[src/rtl/fp8_mul_rr_scheduler.sv]
// Round-robin scheduler sharing one FP8(E5M2) x FP8 -> FP32 multiplier across NUM_REQ lanes.
// Optional per-lane grant counters are compiled in when FP8_MUL_ARB_STATS_EN is defined.

module fp_8_to_32_multiplier (
    input  logic [7:0]  a_i,
    input  logic [7:0]  b_i,
    output logic [31:0] p_o
);
    logic [4:0] ea, eb;
    logic [1:0] ma, mb;
    logic       a_nan, b_nan, a_inf, b_inf, a_zero, b_zero, sgn;
    logic [2:0] sig_a, sig_b;
    logic [4:0] exp_a, exp_b;
    logic [5:0] prod, norm;
    logic [2:0] lead;
    logic [8:0] exp32;

    assign ea     = a_i[6:2];
    assign eb     = b_i[6:2];
    assign ma     = a_i[1:0];
    assign mb     = b_i[1:0];
    assign sgn    = a_i[7] ^ b_i[7];
    assign a_nan  = (ea == 5'h1F) && (ma != 2'd0);
    assign b_nan  = (eb == 5'h1F) && (mb != 2'd0);
    assign a_inf  = (ea == 5'h1F) && (ma == 2'd0);
    assign b_inf  = (eb == 5'h1F) && (mb == 2'd0);
    assign a_zero = (ea == 5'h00) && (ma == 2'd0);
    assign b_zero = (eb == 5'h00) && (mb == 2'd0);

    // Subnormals share the minimum exponent with an implicit leading 0.
    assign sig_a = {(ea != 5'h00), ma};
    assign sig_b = {(eb != 5'h00), mb};
    assign exp_a = (ea == 5'h00) ? 5'd1 : ea;
    assign exp_b = (eb == 5'h00) ? 5'd1 : eb;
    assign prod  = {3'b000, sig_a} * {3'b000, sig_b};

    always_comb begin
        lead = 3'd0;
        for (int i = 0; i < 6; i++) begin
            if (prod[i]) lead = 3'(i);
        end
    end

    // The 6-bit product always fits the FP32 fraction, so the result is exact.
    assign norm  = prod << (3'd5 - lead);
    assign exp32 = {4'b0000, exp_a} + {4'b0000, exp_b} + 9'd93 + {6'b000000, lead};

    always_comb begin
        if (a_nan || b_nan || (a_inf && b_zero) || (b_inf && a_zero)) begin
            p_o = 32'h7FFF_FFFF;
        end else if (a_inf || b_inf) begin
            p_o = {sgn, 8'hFF, 23'h0};
        end else if (a_zero || b_zero) begin
            p_o = {sgn, 31'h0};
        end else begin
            p_o = {sgn, exp32[7:0], norm[4:0], 18'h0};
        end
    end
endmodule

module fp8_mul_rr_scheduler #(
    parameter  int NUM_REQ = 4,
    localparam int ID_W    = $clog2(NUM_REQ)
) (
    input  logic                 clk,
    input  logic                 rstn,
    input  logic [NUM_REQ-1:0]   req_valid,
    output logic [NUM_REQ-1:0]   req_ready,
    input  logic [8*NUM_REQ-1:0] req_a,
    input  logic [8*NUM_REQ-1:0] req_b,
    output logic                 out_valid,
    input  logic                 out_ready,
    output logic [31:0]          out_data,
    output logic [ID_W-1:0]      out_id
`ifdef FP8_MUL_ARB_STATS_EN
    ,
    output logic [16*NUM_REQ-1:0] stat_grants
`endif
);
    logic [7:0]      s1_a_q, s1_b_q;
    logic [ID_W-1:0] s1_id_q;
    logic            s1_valid_q;
    logic [31:0]     out_data_q;
    logic [ID_W-1:0] out_id_q;
    logic            out_valid_q;
    logic [ID_W-1:0] rr_ptr_q, rr_ptr_d;

    logic            s2_free, s1_free;
    logic            found;
    logic [ID_W-1:0] gidx;
    logic [ID_W:0]   scan_idx;
    logic [7:0]      sel_a, sel_b;
    logic [31:0]     mul_p;

    assign s2_free = !out_valid_q || out_ready;
    assign s1_free = !s1_valid_q || s2_free;

    // Scan from the pointer; reset blocks every grant.
    always_comb begin
        found    = 1'b0;
        gidx     = '0;
        scan_idx = '0;
        if (s1_free && !rstn) begin
            for (int k = 0; k < NUM_REQ; k++) begin
                scan_idx = {1'b0, rr_ptr_q} + (ID_W+1)'(k);
                if (scan_idx >= (ID_W+1)'(NUM_REQ)) scan_idx = scan_idx - (ID_W+1)'(NUM_REQ);
                if (!found && req_valid[scan_idx[ID_W-1:0]]) begin
                    found = 1'b1;
                    gidx  = scan_idx[ID_W-1:0];
                end
            end
        end
    end

    assign req_ready = found ? (NUM_REQ'(1) << gidx) : '0;
    assign rr_ptr_d  = (gidx == ID_W'(NUM_REQ - 1)) ? '0 : gidx + ID_W'(1);
    assign sel_a     = req_a[{gidx, 3'b000} +: 8];
    assign sel_b     = req_b[{gidx, 3'b000} +: 8];

    fp_8_to_32_multiplier u_mul (
        .a_i (s1_a_q),
        .b_i (s1_b_q),
        .p_o (mul_p)
    );

    always_ff @(posedge clk) begin
        if (rstn) begin
            s1_a_q      <= '0;
            s1_b_q      <= '0;
            s1_id_q     <= '0;
            s1_valid_q  <= 1'b0;
            out_data_q  <= '0;
            out_id_q    <= '0;
            out_valid_q <= 1'b0;
            rr_ptr_q    <= '0;
        end else begin
            if (found) begin
                s1_a_q     <= sel_a;
                s1_b_q     <= sel_b;
                s1_id_q    <= gidx;
                s1_valid_q <= 1'b1;
                rr_ptr_q   <= rr_ptr_d;
            end else if (s2_free) begin
                s1_valid_q <= 1'b0;
            end
            // Data/id only move with a valid entry so the last result stays visible.
            if (s2_free) begin
                out_valid_q <= s1_valid_q;
                if (s1_valid_q) begin
                    out_data_q <= mul_p;
                    out_id_q   <= s1_id_q;
                end
            end
        end
    end

    assign out_valid = out_valid_q;
    assign out_data  = out_data_q;
    assign out_id    = out_id_q;

`ifdef FP8_MUL_ARB_STATS_EN
    logic [15:0] stat_q [NUM_REQ];

    always_ff @(posedge clk) begin
        if (rstn) begin
            for (int i = 0; i < NUM_REQ; i++) stat_q[i] <= '0;
        end else if (found && (stat_q[gidx] != 16'hFFFF)) begin
            stat_q[gidx] <= stat_q[gidx] + 16'd1;
        end
    end

    for (genvar i = 0; i < NUM_REQ; i++) begin : g_stat
        assign stat_grants[16*i +: 16] = stat_q[i];
    end
`endif
endmodule

[config.mk]
export PLATFORM = sky130hd
export DESIGN_NAME = fp8_mul_rr_scheduler
export DESIGN_NICKNAME = d
export VERILOG_FILES = /design/src/rtl/fp8_mul_rr_scheduler.sv
export SDC_FILE = /design/constraint.sdc
export NUM_CORES = 1
export LEC_CHECK = 0
export CAP_MARGIN = 20
export CORE_ASPECT_RATIO = 0.7
export CORE_MARGIN = 2
export CORE_UTILIZATION = 50
export DETAILED_ROUTE_END_ITERATION = 12
export PLACE_DENSITY_LB_ADDON = 0.25
export SLEW_MARGIN = 0
export SYNTH_ARGS = -nofsm -noshare
export SYNTH_HDL_FRONTEND = slang
export SYNTH_SLANG_ARGS = --single-unit
[constraint.sdc]
create_clock -name clk -period 11 [get_ports clk]
set_clock_uncertainty 0.15 [all_clocks]
set_input_delay 2.2 -clock clk [delete_from_list [all_inputs] [get_ports clk]]
set_output_delay 2.2 -clock clk [all_outputs]
set_load 0.01 [all_outputs]
Word level (Yosys, flattened, before mapping)

Cells that the tools add are included.

Add/sub/neg operators: 12
Multipliers: 1
Divide/modulo/power cells: 0
Order comparisons: 8
Equality and inequality tests: 3
Shift-type cells: 4
Multiplexer cells: 43
Bitwise gates (word level): 1
Reductions and logical operators: 35

Operators with widths:

| cell                                                        | count |
|---|---|
| variable part select 32 x 6 -> 8 bit                        | 2 |
| 2-to-1 mux 31 bit                                           | 2 |
| 2-to-1 mux 2 bit                                            | 16 |
| 2-to-1 mux 32 bit                                           | 1 |
| 2-to-1 mux 1 bit                                            | 15 |
| logical AND 1 bit                                           | 12 |
| less-than comparator 2 x 3 -> 1 bit (second input constant) | 4 |
| equality test 5 bit (second input constant)                 | 2 |
| zero test 5 bit                                             | 2 |
| 2-to-1 mux 5 bit                                            | 2 |
| nonzero test 5 bit                                          | 2 |
| greater-or-equal comparator 3 bit (second input constant)   | 3 |
| adder 8 x 3 -> 8 bit                                        | 1 |
| adder 8 x 7 -> 8 bit (second input constant)                | 1 |
| binary-select mux 1 bit (select 2 bit)                      | 4 |
| subtractor 2 x 1 -> 2 bit (second input constant)           | 4 |
| logical OR 1 bit                                            | 7 |
| adder 2 x 2 -> 3 bit (second input constant)                | 2 |
| adder 5 x 5 -> 6 bit                                        | 1 |
| zero test 1 bit                                             | 6 |
| multiplier 3 x 3 -> 6 bit                                   | 1 |
| 2-to-1 mux 3 bit                                            | 2 |
| nonzero test 2 bit                                          | 3 |
| << shifter 6 x 3 -> 5 bit                                   | 1 |
| 10 further kinds                                            | 11 |

Flip-flop bits (word level): 56
Latch bits: 0
RAM bits: 0
Memory bits (read-only): 0
Input bits: 71
Output and inout port bits: 39
Memories: 0

Depth between registers and ports, before layout

Gate-level depths: netlist of the first run.

Depth after elaboration: 23
Depth in mapped cells: 19
Mapped depth without buffers: 19

Modules after synthesis

From an unflattened synthesis of the first run, not the netlist that was laid out.

Cell total of the unflattened synthesis: 476
Area total of the unflattened synthesis: 3774.9 sq um

By module, submodules not included:

| module                | times used | cells an instance | area each (sq um) | sequential area each (sq um) |
|---|---|---|---|---|
| fp8_mul_rr_scheduler  | 1          | 325               | 2645.0            | 1121.1 |
| fp_8_to_32_multiplier | 1          | 151               | 1129.8            | 0.0 |

Worst setup path after synthesis of the first run

No wires, ideal clock.

Path type: input port to output port
From: in req_valid[1]
To: out req_ready[3]
Arrival: 3772 ps
Data required time: 8650 ps
Setup slack: 4878 ps
Stages: 9
Path buffers: 3
Cell sequence: or4_4 > and4_4 > buf_6 > nand3_4 > buf_12 > buf_12 > inv_1 > ha_1 > and2_1

Cells in the longest elaborated chain, start to end: 18
Elaborated cells between the ends (all ways): 29

Ends and longest elaborated chain:

| element                                | line | source |
|---|---|---|
| start: declaration                     | 67   | `input logic [NUM_REQ-1:0] req_valid,` |
| binary-select mux 1 bit (select 2 bit) | 107  | `if (!found && req_valid[scan_idx[ID_W-1:0]]) begin` |
| 2-to-1 mux 1 bit (not written as such) | 107  |  |
| 2-to-1 mux 1 bit                       | 107  |  |
| 2-to-1 mux 1 bit                       | 103  | `if (s1_free && !rstn) begin` |
| zero test 1 bit                        | 107  |  |
| logical AND 1 bit                      | 107  |  |
| 2-to-1 mux 1 bit                       | 107  |  |
| 2-to-1 mux 1 bit                       | 103  |  |
| (+3 left out)                          | -    |  |
| 2-to-1 mux 1 bit                       | 103  |  |
| zero test 1 bit                        | 107  |  |
| logical AND 1 bit                      | 107  |  |
| 2-to-1 mux 2 bit *                     | 107  |  |
| 2-to-1 mux 2 bit *                     | 103  |  |
| net gidx[0]                            | 90   | `logic [ID_W-1:0] gidx;` |
| << shifter 1 x 2 -> 4 bit *            | 115  | `assign req_ready = found ? (NUM_REQ'(1) << gidx) : '0;` |
| 2-to-1 mux 4 bit *                     | 115  |  |
| end: declaration                       | 68   | `output logic [NUM_REQ-1:0] req_ready,` |

Mark *: on every way through the listed nets, which the timed path passes. The rest lies on a longest branch. The select of a mux whose other input is x is not followed.

Final worst setup path of the first run

From: in rstn
To: out req_ready[3]

Cells in the longest elaborated chain, start to end: 5
Elaborated cells between the ends (all ways): 6

Ends and longest elaborated chain:

| element                   | line | source |
|---|---|---|
| start: declaration        | 66   | `input logic rstn,` |
| zero test 1 bit           | 103  |  |
| logical AND 1 bit         | 103  |  |
| 2-to-1 mux 2 bit          | 103  |  |
| net gidx[0]               | 90   |  |
| << shifter 1 x 2 -> 4 bit | 115  |  |
| 2-to-1 mux 4 bit          | 115  |  |

The timed path passes the listed nets, and every way through them passes these cells.

==> flow_metrics.py, run 1 <==
metrics = {
    "run_status": {
        "outcome": "complete, no violations",
    },
    "clock_network": {
        "clk_latency_ps": 290,
        "post-cts-setup-buffers": 0,
        "htreeDepth": 2,
        "clk_pin_slew_ps": 80,
        "cts_tree": "done",
        "clockBufferDepth": 2,
        "numClockSinks": 39,
        "cts_buffers": 5,
        "ctsResizeCount": 0,
        "cts-root-buf": "clkbuf_8",
        "cts_hold_buffers": 0,
    },
    "synthesis": {
        "avgSynthCellArea_um2": 8.17,
        "synthesis.area_um2": 3250,
        "ys_async_sr_fraction_pct": 0,
        "synthDistinctLibCells": 53,
        "synth-seq-area-share_pct": 24.0,
        "synthFlopType": "dfxtp_1",
        "synth_warnings": 0,
        "synthCells": 398,
        "syn-num-nets": 494,
        "ys_ff_latch": 39,
        "synth-edff-count": 0,
    },
    "timing": {
        "drv_slew": 0,
        "hold_viol_final": 0,
        "worstMarginPinSlew_ps": 1060,
        "period_share_pct": 67.2,
        "slew_headroom_pct": 29.3,
        "period_needed_ps": 7390,
        "finalSetupViolations": 0,
        "rsz0062_at_grt": "false",
        "fmax_ghz": 0.135,
        "finalSetupTns_ps": 0,
    },
    "die": {
        "ios": 110,
        "dieWidth_um": 100,
        "core_area_um2": 6250,
        "die_y_um": 71.5,
        "start_util_pct": 52.1,
        "die_area_um2": 7180,
        "std_cell_rows": 24,
    },
    "global_routing": {
        "grt_pass1_vias": 3135,
        "antenna_found_initial": 0,
        "grt_pass1_wl_um": 14300,
        "grt_max_degree": 21,
        "grt_overflow": 0,
        "grt_usage_pct": 24.3,
    },
    "critical_path": {
        "reg2reg_slack_ps": 5800,
        "crit_path_max_fanout": 20,
        "startpoint_type": "input port",
        "crit_buf_inv": 4,
        "path_class": "in2out",
        "critPathTopFamily": "buffers and inverters",
        "r2r_cells": 17,
        "rr_startpoint": "s1_b_q[3]",
        "reg2reg_to": "out_data[28]",
        "worstPathRequired_ps": 8650,
        "path_cells": "clkdlybuf4s50_1 -> inv_1 -> and4_4 -> nand3_4 -> inv_1 -> ha_1 -> and2_1 -> clkdlybuf4s50_1",
        "cpMaxStageDelayCell": "clkdlybuf4s50_1",
        "cp_data_arrival_time_ps": 5040,
        "max_stage_delay_ps": 610,
        "end_kind": "output pin",
    },
    "final_layout": {
        "final_nets": 568,
        "layout_commonest_cell": "clkdlybuf4s50_1",
        "drive_gt1_share_pct": 5.07,
        "final_core_util_pct": 69.0,
        "num-fill-cells": 510,
        "antennaDiodeCount": 0,
        "layout_common_cells": "clkdlybuf4s50_1, nand2_1, dfxtp_1, nor2_1, a21oi_1",
        "areaGrowthSynthToFinish_pct": 32.6,
    },
    "placed_design": {
        "port_buffers": 109,
        "dp_hpwl_um": 6680,
        "place_congestion": 0.881,
    },
    "detailed_routing": {
        "drtAntennaViolNets": 0,
        "drtIter0Drc": 178,
        "drc": 0,
        "routed_wl_um": 8520,
        "vias": 3265,
        "via_per_inst": 5.93,
        "firstDrtPassIters": 4,
        "wl_per_cell_um": 15.5,
    },
    "hold_path": {
        "holdPathStages": 2,
        "min_to": "out_id[0]",
        "hold_start": "s1_id_q[0]",
        "hp-class": "reg2reg",
    },
    "power": {
        "ir_drop_mv": 0.0904,
        "p_leak_nw": 1.81,
        "powerDensity_nw_per_um2": 155,
    },
    "job": {
        "drv_cap": 0,
    },
}
-- synth_stat cells (3+ instances only) --
master	instances	area [um2]
o31a_1	17	149
o211ai_1	10	75.1
mux2i_1	17	170
fa_1	4	80.1
nand3b_1	3	22.5
xnor2_1	5	43.8
inv_1	19	71.3
a21oi_1	24	120
nor2b_1	4	25.0
nand2b_1	8	50.1
a21o_1	8	60.1
nor3_1	3	15.0
dfxtp_1	39	781
nor2_1	26	97.6
o32ai_1	6	52.6
o22ai_1	3	18.8
nand2_1	40	150
buf_2	3	15.0
and2_1	10	62.6
clkbuf_1	19	71.3
nand3_1	3	15.0
o211ai_2	7	87.6
buf_4	17	128
and4_1	16	140
o21ai_0	20	100
ha_1	21	263
o41ai_1	3	26.3
xor2_1	4	35.0
o21ai_1	11	55.1
-- state kept, by name, summed over array words and instances (netlist names) --
register    cells
out_data       15
out_id          2
out_valid       1
rr_ptr_q        2
s1_a_q          8
s1_b_q          8
s1_id_q         2
s1_valid_q      1
-- power breakdown --
group          internal (mW)  total [mW]  switching, mW
clock                 0.0907       0.142         0.0513
sequential             0.163       0.182         0.0194
combinational          0.167       0.343          0.176
total                  0.420       0.667          0.247
-- cell type report --
| cell class | instances | area (um2) | area share (%) |
|---|---|---|---|
| inverter | 19 | 71.3 | 1.65 |
| sequential | 39 | 781 | 18.1 |
| multi-input combinational | 297 | 2130 | 49.4 |
| timing repair buffer | 110 | 1100 | 25.5 |
| tap | 78 | 97.6 | 2.26 |
| clock buffer | 6 | 72.6 | 1.68 |
| clock inverter | 2 | 60.1 | 1.39 |
-- cell families after synthesis --
kind of cell | share of synthesized area [%]
adders and majority gates | 10.5
xor gates and xnor gates | 2.42
buffers and inverters | 10.5
AOI/OAI and AO/OA | 25.8
DFF | 24.0
and+or+nand+nor | 21.2
muxes | 5.58
-- metal layers --
| metal | wire (um) | share of wire, % | vias up | global-route usage (%) |
|---|---|---|---|---|
| met5 | 0 | 0 | - | 0 |
| met4 | 147 | 1.7 | 0 | 6.85 |
| met3 | 563 | 6.6 | 19 | 3.80 |
| met2 | 3920 | 46 | 145 | 41.1 |
| met1 | 3890 | 46 | 1526 | 32.4 |
| li1 | - | - | 1575 | - |
-- metrics by stage --
stage                     area (um2)  hold WS [ps]  setup WS [ps]  power (mW)  instances
after floorplan                 3250           273           4880       0.428        398
after global placement          4170           298           3740       0.511        542
after detailed placement        4170           304           3650       0.521        542
after CTS                       4300           315           3640       0.665        550
after global routing            4310           335           3430       0.722        551
final                           4310           317           3610       0.667        551
-- how the worst max path moves through the flow --
| stage | from | end | depth (start not counted) |
|---|---|---|---|
| final | rstn | req_ready[3] | 8 |
| after global routing | rstn | req_ready[3] | 8 |
| after CTS | rstn | req_ready[3] | 8 |
| after detailed placement | rstn | req_ready[3] | 8 |
| after global placement | rstn | req_ready[3] | 8 |
| after floorplan | req_valid[1] | req_ready[3] | 9 |
-- worst min-delay path, delay by kind of cell (launching register included) --
| kind | cells | cell delay [ps] |
|---|---|---|
| flip-flops | 1 | 320 |
| AND/OR/NAND/NOR | 1 | 50 |
| AO/OA/AOI/OAI | 1 | 50 |
Note: power is estimated with default switching activity, not from simulation.
==> inputs of run 2 (changes only) <==
--- a/config.mk
+++ b/config.mk
@@ -8,7 +8,7 @@
 export CAP_MARGIN = 20
 export CORE_ASPECT_RATIO = 0.7
 export CORE_MARGIN = 2
-export CORE_UTILIZATION = 50
+export CORE_UTILIZATION = 42
 export DETAILED_ROUTE_END_ITERATION = 12
 export PLACE_DENSITY_LB_ADDON = 0.25
 export SLEW_MARGIN = 0
==> constraint.sdc (replaced) <==
create_clock -name clk -period 6.8 [get_ports clk]
set_clock_uncertainty 0.15 [all_clocks]
set_input_delay 1.36 -clock clk [delete_from_list [all_inputs] [get_ports clk]]
set_output_delay 1.36 -clock clk [all_outputs]
set_load 0.01 [all_outputs]
==> flow_metrics.py, run 2 (synthesis gave the netlist of run 1 again) <==
metrics = {
    "run_status": {
        "outcome": "complete, no violations",
    },
    "final_layout": {
        "drive_gt1_share_pct": 5.49,
        "areaGrowthSynthToFinish_pct": 32.2,
        "final_core_util_pct": 58.2,
        "layout_commonest_cell": "clkdlybuf4s50_1",
        "finalNonFillerCells": 572,
        "finalInstanceArea_um2": 4300,
        "regArea_um2": 781,
        "layout_common_cells": "clkdlybuf4s50_1, nand2_1, dfxtp_1, nor2_1, a21oi_1",
        "largest_reg_flops": 15,
        "num-fill-cells": 670,
        "final_nets": 569,
        "multi_input_area_um2": 2130,
        "antennaDiodeCount": 0,
    },
    "die": {
        "std_cell_rows": 26,
        "start_util_pct": 44.0,
        "die_area_um2": 8470,
        "die_y_um": 77.6,
        "ios": 110,
        "core_area_um2": 7380,
        "dieWidth_um": 109,
    },
    "timing": {
        "period_share_pct": 83.6,
        "slew_headroom_pct": 30.4,
        "period_needed_ps": 5680,
        "finalWorstSetupSlack_ps": 1120,
        "finalSetupViolations": 0,
        "worst_hold_slack_ps": 300,
        "fmax_ghz": 0.176,
        "rsz0062_at_grt": "false",
        "finalSetupTns_ps": 0,
        "drv_slew": 0,
        "hold_viol_final": 0,
        "worstMarginPinSlew_ps": 1040,
    },
    "power": {
        "clock_power_share_pct": 15.6,
        "power_mw": 1.01,
        "p_seq_share_pct": 29.1,
        "switching_power_uw": 410,
        "p_leak_nw": 1.79,
        "p_comb_share_pct": 55.3,
        "powerDensity_nw_per_um2": 236,
        "ir_drop_mv": 0.114,
        "sw_frac_of_total_pct": 40.4,
        "internal_power_uw": 605,
    },
    "clock_network": {
        "cts_hold_buffers": 0,
        "clk_pin_slew_ps": 80,
        "numClockSinks": 39,
        "clk_latency_ps": 300,
        "htreeDepth": 2,
        "ctsResizeCount": 0,
        "clockBufferDepth": 2,
        "cts_buffers": 5,
        "cts_tree": "done",
        "post-cts-setup-buffers": 0,
        "cts-root-buf": "clkbuf_8",
    },
    "critical_path": {
        "startpoint_type": "input port",
        "worstPathRequired_ps": 5290,
        "end_kind": "output pin",
        "crit_path_max_fanout": 20,
        "path_class": "in2out",
        "cp_data_arrival_time_ps": 4170,
    },
    "detailed_routing": {
        "wl_per_cell_um": 15.3,
        "drc": 0,
        "firstDrtPassIters": 4,
        "via_per_inst": 5.61,
        "routed_wl_um": 8770,
        "drtAntennaViolNets": 0,
        "vias": 3210,
        "drtIter0Drc": 208,
    },
    "global_routing": {
        "grt_pass1_wl_um": 14300,
        "antenna_found_initial": 0,
        "grt_pass1_vias": 3011,
        "grt_overflow": 0,
        "grt_max_degree": 21,
        "grt_usage_pct": 20.9,
    },
    "placed_design": {
        "port_buffers": 109,
        "dp_hpwl_um": 6840,
        "dp_slack_ps": 1140,
        "dp_cells": 563,
        "place_congestion": 0.867,
        "post_dp_cell_area_um2": 4200,
    },
    "hold_path": {
        "hp-class": "reg2reg",
    },
    "job": {
        "drv_cap": 0,
    },
}
==> run 2: changes by cell type in the layout (fill, tap and decap cells not counted), sizes merged <==
cell      previous run  this run
clkinvlp             0         2
buf                  1         2
clkbuf               6         5
clkinv               0         1
bufinv               2         0
==> run 2: power groups by stage <==
stage | registers, mW | clock network (mW) | logic [mW]
after global placement | 0.299 | 0 | 0.535
final | 0.295 | 0.159 | 0.561
after detailed placement | 0.300 | 0 | 0.550
after global routing | 0.301 | 0.171 | 0.630
after floorplan | 0.298 | 0 | 0.395
after CTS | 0.295 | 0.161 | 0.556
==> run 2: final cells by class <==
class | count | area share (%)
well taps | 98 | 2.85
inverters | 19 | 1.66
repair buffers | 111 | 25.7
multi-input cells | 297 | 49.5
flip-flops and latches | 39 | 18.2
clock buffers | 5 | 1.60
clock inverters | 3 | 0.466
==> run 2: final timing paths <==
| kind | startpoint | endpoint | slack, ps | cells after the start |
|---|---|---|---|---|
| max | rstn | req_ready[3] | 1120 | 8 |
| min | s1_id_q[1] | s1_id_q[1] | 300 | 2 |
| max reg2reg | s1_b_q[3] | out_data[28] | 1590 | 17 |
| min reg2reg | s1_id_q[1] | s1_id_q[1] | 300 | 2 |
==> run 2: critical path: stages <==
cell and delay, ps:
clkdlybuf4s50_1 590, inv_1 390, and4_4 430, nand3_4 340, inv_1 200, ha_1 190, and2_1 130, clkdlybuf4s50_1 530
==> run 2: layer usage <==
layer | global-route usage (%) | vias to the layer above | wire length [um]
li1 | - | 1577 | -
met1 | 28.2 | 1502 | 4090
met2 | 33.4 | 118 | 4050
met3 | 3.78 | 13 | 501
met4 | 7.09 | 0 | 131
met5 | 0 | - | 0
==> inputs of run 3 (changes only) <==
==> constraint.sdc (replaced) <==
create_clock -name clk -period 4.9 [get_ports clk]
set_clock_uncertainty 0.15 [all_clocks]
set_input_delay 0.98 -clock clk [delete_from_list [all_inputs] [get_ports clk]]
set_output_delay 0.98 -clock clk [all_outputs]
set_load 0.01 [all_outputs]
==> flow_metrics.py, run 3 (synthesis gave the netlist of run 1 again) <==
metrics = {
    "clock_network": {
        "clk_pin_slew_ps": 80,
        "numClockSinks": 39,
        "cts_hold_buffers": 0,
        "clk_latency_ps": 300,
        "cts_tree": "done",
        "cts_buffers": 5,
        "htreeDepth": 2,
        "clockBufferDepth": 2,
        "cts-root-buf": "clkbuf_8",
        "post-cts-setup-buffers": 0,
    },
    "power": {
        "p_seq_share_pct": 28.3,
        "switching_power_uw": 573,
        "p_leak_nw": 1.84,
        "p_comb_share_pct": 56.3,
        "clock_power_share_pct": 15.4,
        "sw_frac_of_total_pct": 39.5,
        "internal_power_uw": 878,
        "powerDensity_nw_per_um2": 331,
        "power_mw": 1.45,
        "ir_drop_mv": 0.184,
    },
    "critical_path": {
        "end_kind": "flop",
        "crit_path_max_fanout": 6,
        "path_class": "reg2reg",
        "worstPathRequired_ps": 4980,
        "cp_data_arrival_time_ps": 4730,
        "startpoint_type": "flop",
    },
    "final_layout": {
        "areaGrowthSynthToFinish_pct": 35.0,
        "largest_reg_flops": 15,
        "antennaDiodeCount": 0,
        "drive_gt1_share_pct": 7.52,
        "layout_common_cells": "clkdlybuf4s50_1, nand2_1, dfxtp_1, nor2_1, a21oi_1",
        "layout_commonest_cell": "clkdlybuf4s50_1",
        "final_nets": 575,
    },
    "timing": {
        "period_needed_ps": 4650,
        "worst_hold_slack_ps": 299,
        "finalSetupViolations": 0,
        "worstMarginPinSlew_ps": 716,
        "slew_headroom_pct": 51.9,
        "drv_slew": 0,
        "period_share_pct": 94.9,
        "hold_viol_final": 0,
        "fmax_ghz": 0.215,
        "finalSetupTns_ps": 0,
    },
    "detailed_routing": {
        "vias": 3197,
        "wl_per_cell_um": 15.4,
        "drtAntennaViolNets": 0,
        "routed_wl_um": 8870,
        "via_per_inst": 5.54,
        "drc": 0,
        "firstDrtPassIters": 4,
        "drtIter0Drc": 173,
    },
    "global_routing": {
        "grt_usage_pct": 21.2,
        "grt_pass1_wl_um": 14700,
        "grt_pass1_vias": 3145,
        "grt_max_degree": 20,
        "grt_overflow": 0,
        "antenna_found_initial": 0,
    },
    "die": {
        "die_y_um": 77.6,
        "ios": 110,
        "core_area_um2": 7380,
        "std_cell_rows": 26,
        "die_area_um2": 8470,
        "dieWidth_um": 109,
        "start_util_pct": 44.0,
    },
    "run_status": {
        "outcome": "complete, no violations",
    },
    "placed_design": {
        "place_congestion": 0.843,
        "dp_hpwl_um": 6970,
        "port_buffers": 109,
    },
    "job": {
        "drv_cap": 0,
    },
    "hold_path": {
        "hp-class": "reg2reg",
    },
}
run 3: power groups by stage:
stage	clock, mW	sequential (mW)	combinational, mW
5_1_grt	0.243	0.417	0.911
2_1_floorplan	0	0.413	0.549
3_3_place_gp	0	0.413	0.757
4_1_cts	0.228	0.409	0.789
6_report	0.224	0.411	0.817
3_5_place_dp	0	0.416	0.773
run 3: cell type report:
class	count	area, um2
clock buffer	6	82.6
clock inverter	1	5.00
fill	670	2990
inverter	19	71.3
multi-input combinational	297	2180
sequential	39	781
tap	98	123
timing repair buffer	117	1150
run 3: metal layers:
layer	global-route usage [%]	up-vias	share of wire [%]
met5	0	-	0
met4	4.81	0	1.0
met3	3.95	12	6.0
met2	34.6	105	47
met1	29.0	1492	46
li1	-	1588	-
run 3: repair_timing:
action                                  in CTS  in global routing
pin swaps                                    1                  0
gates cloned                                 0                  0
endpoints found under the setup margin       1                  4
resized for setup                            1                  8
run 3: worst paths after layout:
path,from,endpoint,slack [ps],cells past startpoint
worst max-delay path,s1_a_q[3],out_data[28],250,17
worst min-delay path,s1_id_q[1],s1_id_q[1],300,2
worst max register to register,s1_a_q[3],out_data[28],250,17
worst min register to register,s1_id_q[1],s1_id_q[1],300,2
run 3: metrics by stage:
stage / util (%) / setup slack [ps] / std cells / instance area (um2)
after floorplan: - / 326 / 398 / 3250
after global placement: 57.3 / 179 / 567 / 4230
after detailed placement: 57.4 / 25.3 / 568 / 4240
after CTS: 58.7 / 9.28 / 575 / 4340
after global routing: 59.5 / -12.0 / 577 / 4390
final: 59.5 / 252 / 577 / 4390
run 3: critical path, stage by stage (launching register included):
cell and delay, ps:
dfxtp_1 370, or4_4 580, o21ai_1 180, fa_1 430
inv_1 70, ha_1 180, inv_1 60, fa_2 430
or3b_2 510, o22ai_2 210, ha_1 160, inv_1 70
fa_1 450, a21o_1 170, a21oi_1 210, xnor2_1 140
nand2_1 70, a21oi_1 150
==> edit: new RTL, settings of run 3 <==
Set the parameter `NUM_REQ` to 2 (it was 4).
--- a/src/rtl/fp8_mul_rr_scheduler.sv
+++ b/src/rtl/fp8_mul_rr_scheduler.sv
@@ -59,7 +59,7 @@
 endmodule
 
 module fp8_mul_rr_scheduler #(
-    parameter  int NUM_REQ = 4,
+    parameter  int NUM_REQ = 2,
     localparam int ID_W    = $clog2(NUM_REQ)
 ) (
     input  logic                 clk,
Ports: changed (5 resized); port bits go from 110 to 73. No check against the original RTL was run, so the function may have changed too.
==> edit against run 3 <==
  * Worst setup slack improved by 0.18 ns
  * Final area fell by 29%
  * Via count shrank 31%
  * Utilization fell by 0.81 points
  * Critical path type unchanged
  * Wire length fell by 34%
  * Clock power shrank 5%
  * Total power decreased by 38%
  * Largest cell class unchanged
  * Sequential share of layout area rose by 5.2 points
  * Synthesized area fell by 27%
  * Sequential cell count decreased by 3
==> edit: results (changes against run 3) <==
outcome:
  status: "finished, final reports clean"
grt:
  grt_use_met3: 0.0475  # +0.00802
  grt_pass1_vias: 2142  # -32%
  use_met1: 0.275  # -0.0143
  track_usage: 0.205  # -0.00669
  use_met2: 0.338  # -0.00757
  grt_max_degree: 25  # +25%
  grt_pass1_wl_um: 10100  # -31%
drt:
  drtIter0Drc: 140  # -19%
  first_pass_iters: 6  # +2
  m1WireLength_um: 2890  # -29%
  vias: 2216  # -31%
  drt_wl_total_um: 5900  # -34%
  wl_met3_um: 282  # -47%
pwr:
  ir_drop_mv: 0.169  # -8.0%
  power.leakage_nw: 1.33  # -28%
min_path:
  holdPathStages: 1  # -1
  hold_end: "s1_id_q"
place:
  place_congestion: 0.888  # +5.3%
  io_buffers: 72  # -34%
  place_area_um2: 3030  # -28%
  dp.cells: 410  # -28%
timing:
  fin_worst_hold_slack_ns: 0.360  # +0.0608 ns
  relSlewSlack: 0.580  # +0.0612
yosys:
  synth_common_cells: "45 x nor2_1, 36 x dfxtp_1, 23 x a21oi_1"
  synth.area.top_cells: "dfxtp_1 30%, ha_1 8.9%, nor2_1 7.1%, a222oi_1 6.7%, buf_4 5.4%"
  synth_mux_area_frac: 0.00421  # -0.0516
  syn-num-nets: 353  # -29%
  ys_types: 45  # -15%
  ys_seq_area_frac: 0.303  # +0.0627
  synthXorXnorAreaFrac: 0.0331  # +0.00888
  synth_fa_ha_area_frac: 0.123  # +0.0176
  syn_avg_cell_area_um2: 8.07  # -1.3%
finish:
  drive_above_1_share: 0.0636  # -0.0116
  nets: 403  # -30%
  final_cells: 418  # -28%
worst_setup_path:
  rr_worst_depth: 20  # +3
  arrival_ns: 4.50  # -0.23 ns
  cp_max_fo: 5  # -1
  r2r_setup_slack_ns: 0.43  # +0.18 ns
  r2r_end: "out_data[30]"
  reg2reg_from: "s1_b_q[3]"
edit: how the worst max path moves through the flow:
stage,slack (ns),endpoint,start,depth (start not counted)
4_1_cts,0.23,out_data[30],s1_b_q[3],20
3_5_place_dp,0.26,out_data[30],s1_b_q[3],20
3_3_place_gp,0.34,out_data[30],s1_b_q[3],20
2_1_floorplan,0.65,out_data[30],s1_b_q[3],20
6_report,0.43,out_data[30],s1_b_q[3],20
5_1_grt,0.004,out_data[28],s1_b_q[3],20
edit: cell families after synthesis:
family                     after synthesis
AOI/OAI and AO/OA                       83
muxes                                    1
and+or+nand+nor                         90
xor gates and xnor gates                 9
buffers and inverters                   55
DFF                                     36
adders and majority gates               21
edit: where the power goes:
group / switching [mW] / total (mW) / internal, mW
logic: 0.173 / 0.349 / 0.176
registers: 0.0195 / 0.335 / 0.315
clock network: 0.110 / 0.212 / 0.102
total: 0.303 / 0.896 / 0.593
edit: layout make-up:
cell class              count  area [um^2]
clock buffers               7         76.3
inverters                  20         75.1
repair buffers             78          766
flip-flops and latches     36          721
multi-input cells         204         1400
fillers                   494         2210
well taps                  72         90.1
clock inverters             1         8.76
edit: worst max-delay path, cell delays in order (launching register included):
cell     delay [ns]
dfxtp_1        0.37
nor3_2         0.25
nand2_1        0.14
nand2_1        0.12
fa_1           0.38
inv_1          0.07
ha_1           0.20
inv_1          0.07
fa_1           0.44
nor2b_1        0.17
or2_1          0.27
a21oi_2        0.21
ha_1           0.18
inv_1          0.04
ha_1           0.20
fa_1           0.40
a21o_1         0.19
a21oi_1        0.20
o21ai_0        0.11
a21oi_1        0.14
nor2_1         0.06
edit: what timing repair did:
action                                  CTS  global route
endpoints found under the setup margin    0             2
hold endpoints to repair                  0             0
resized for setup                         0             3
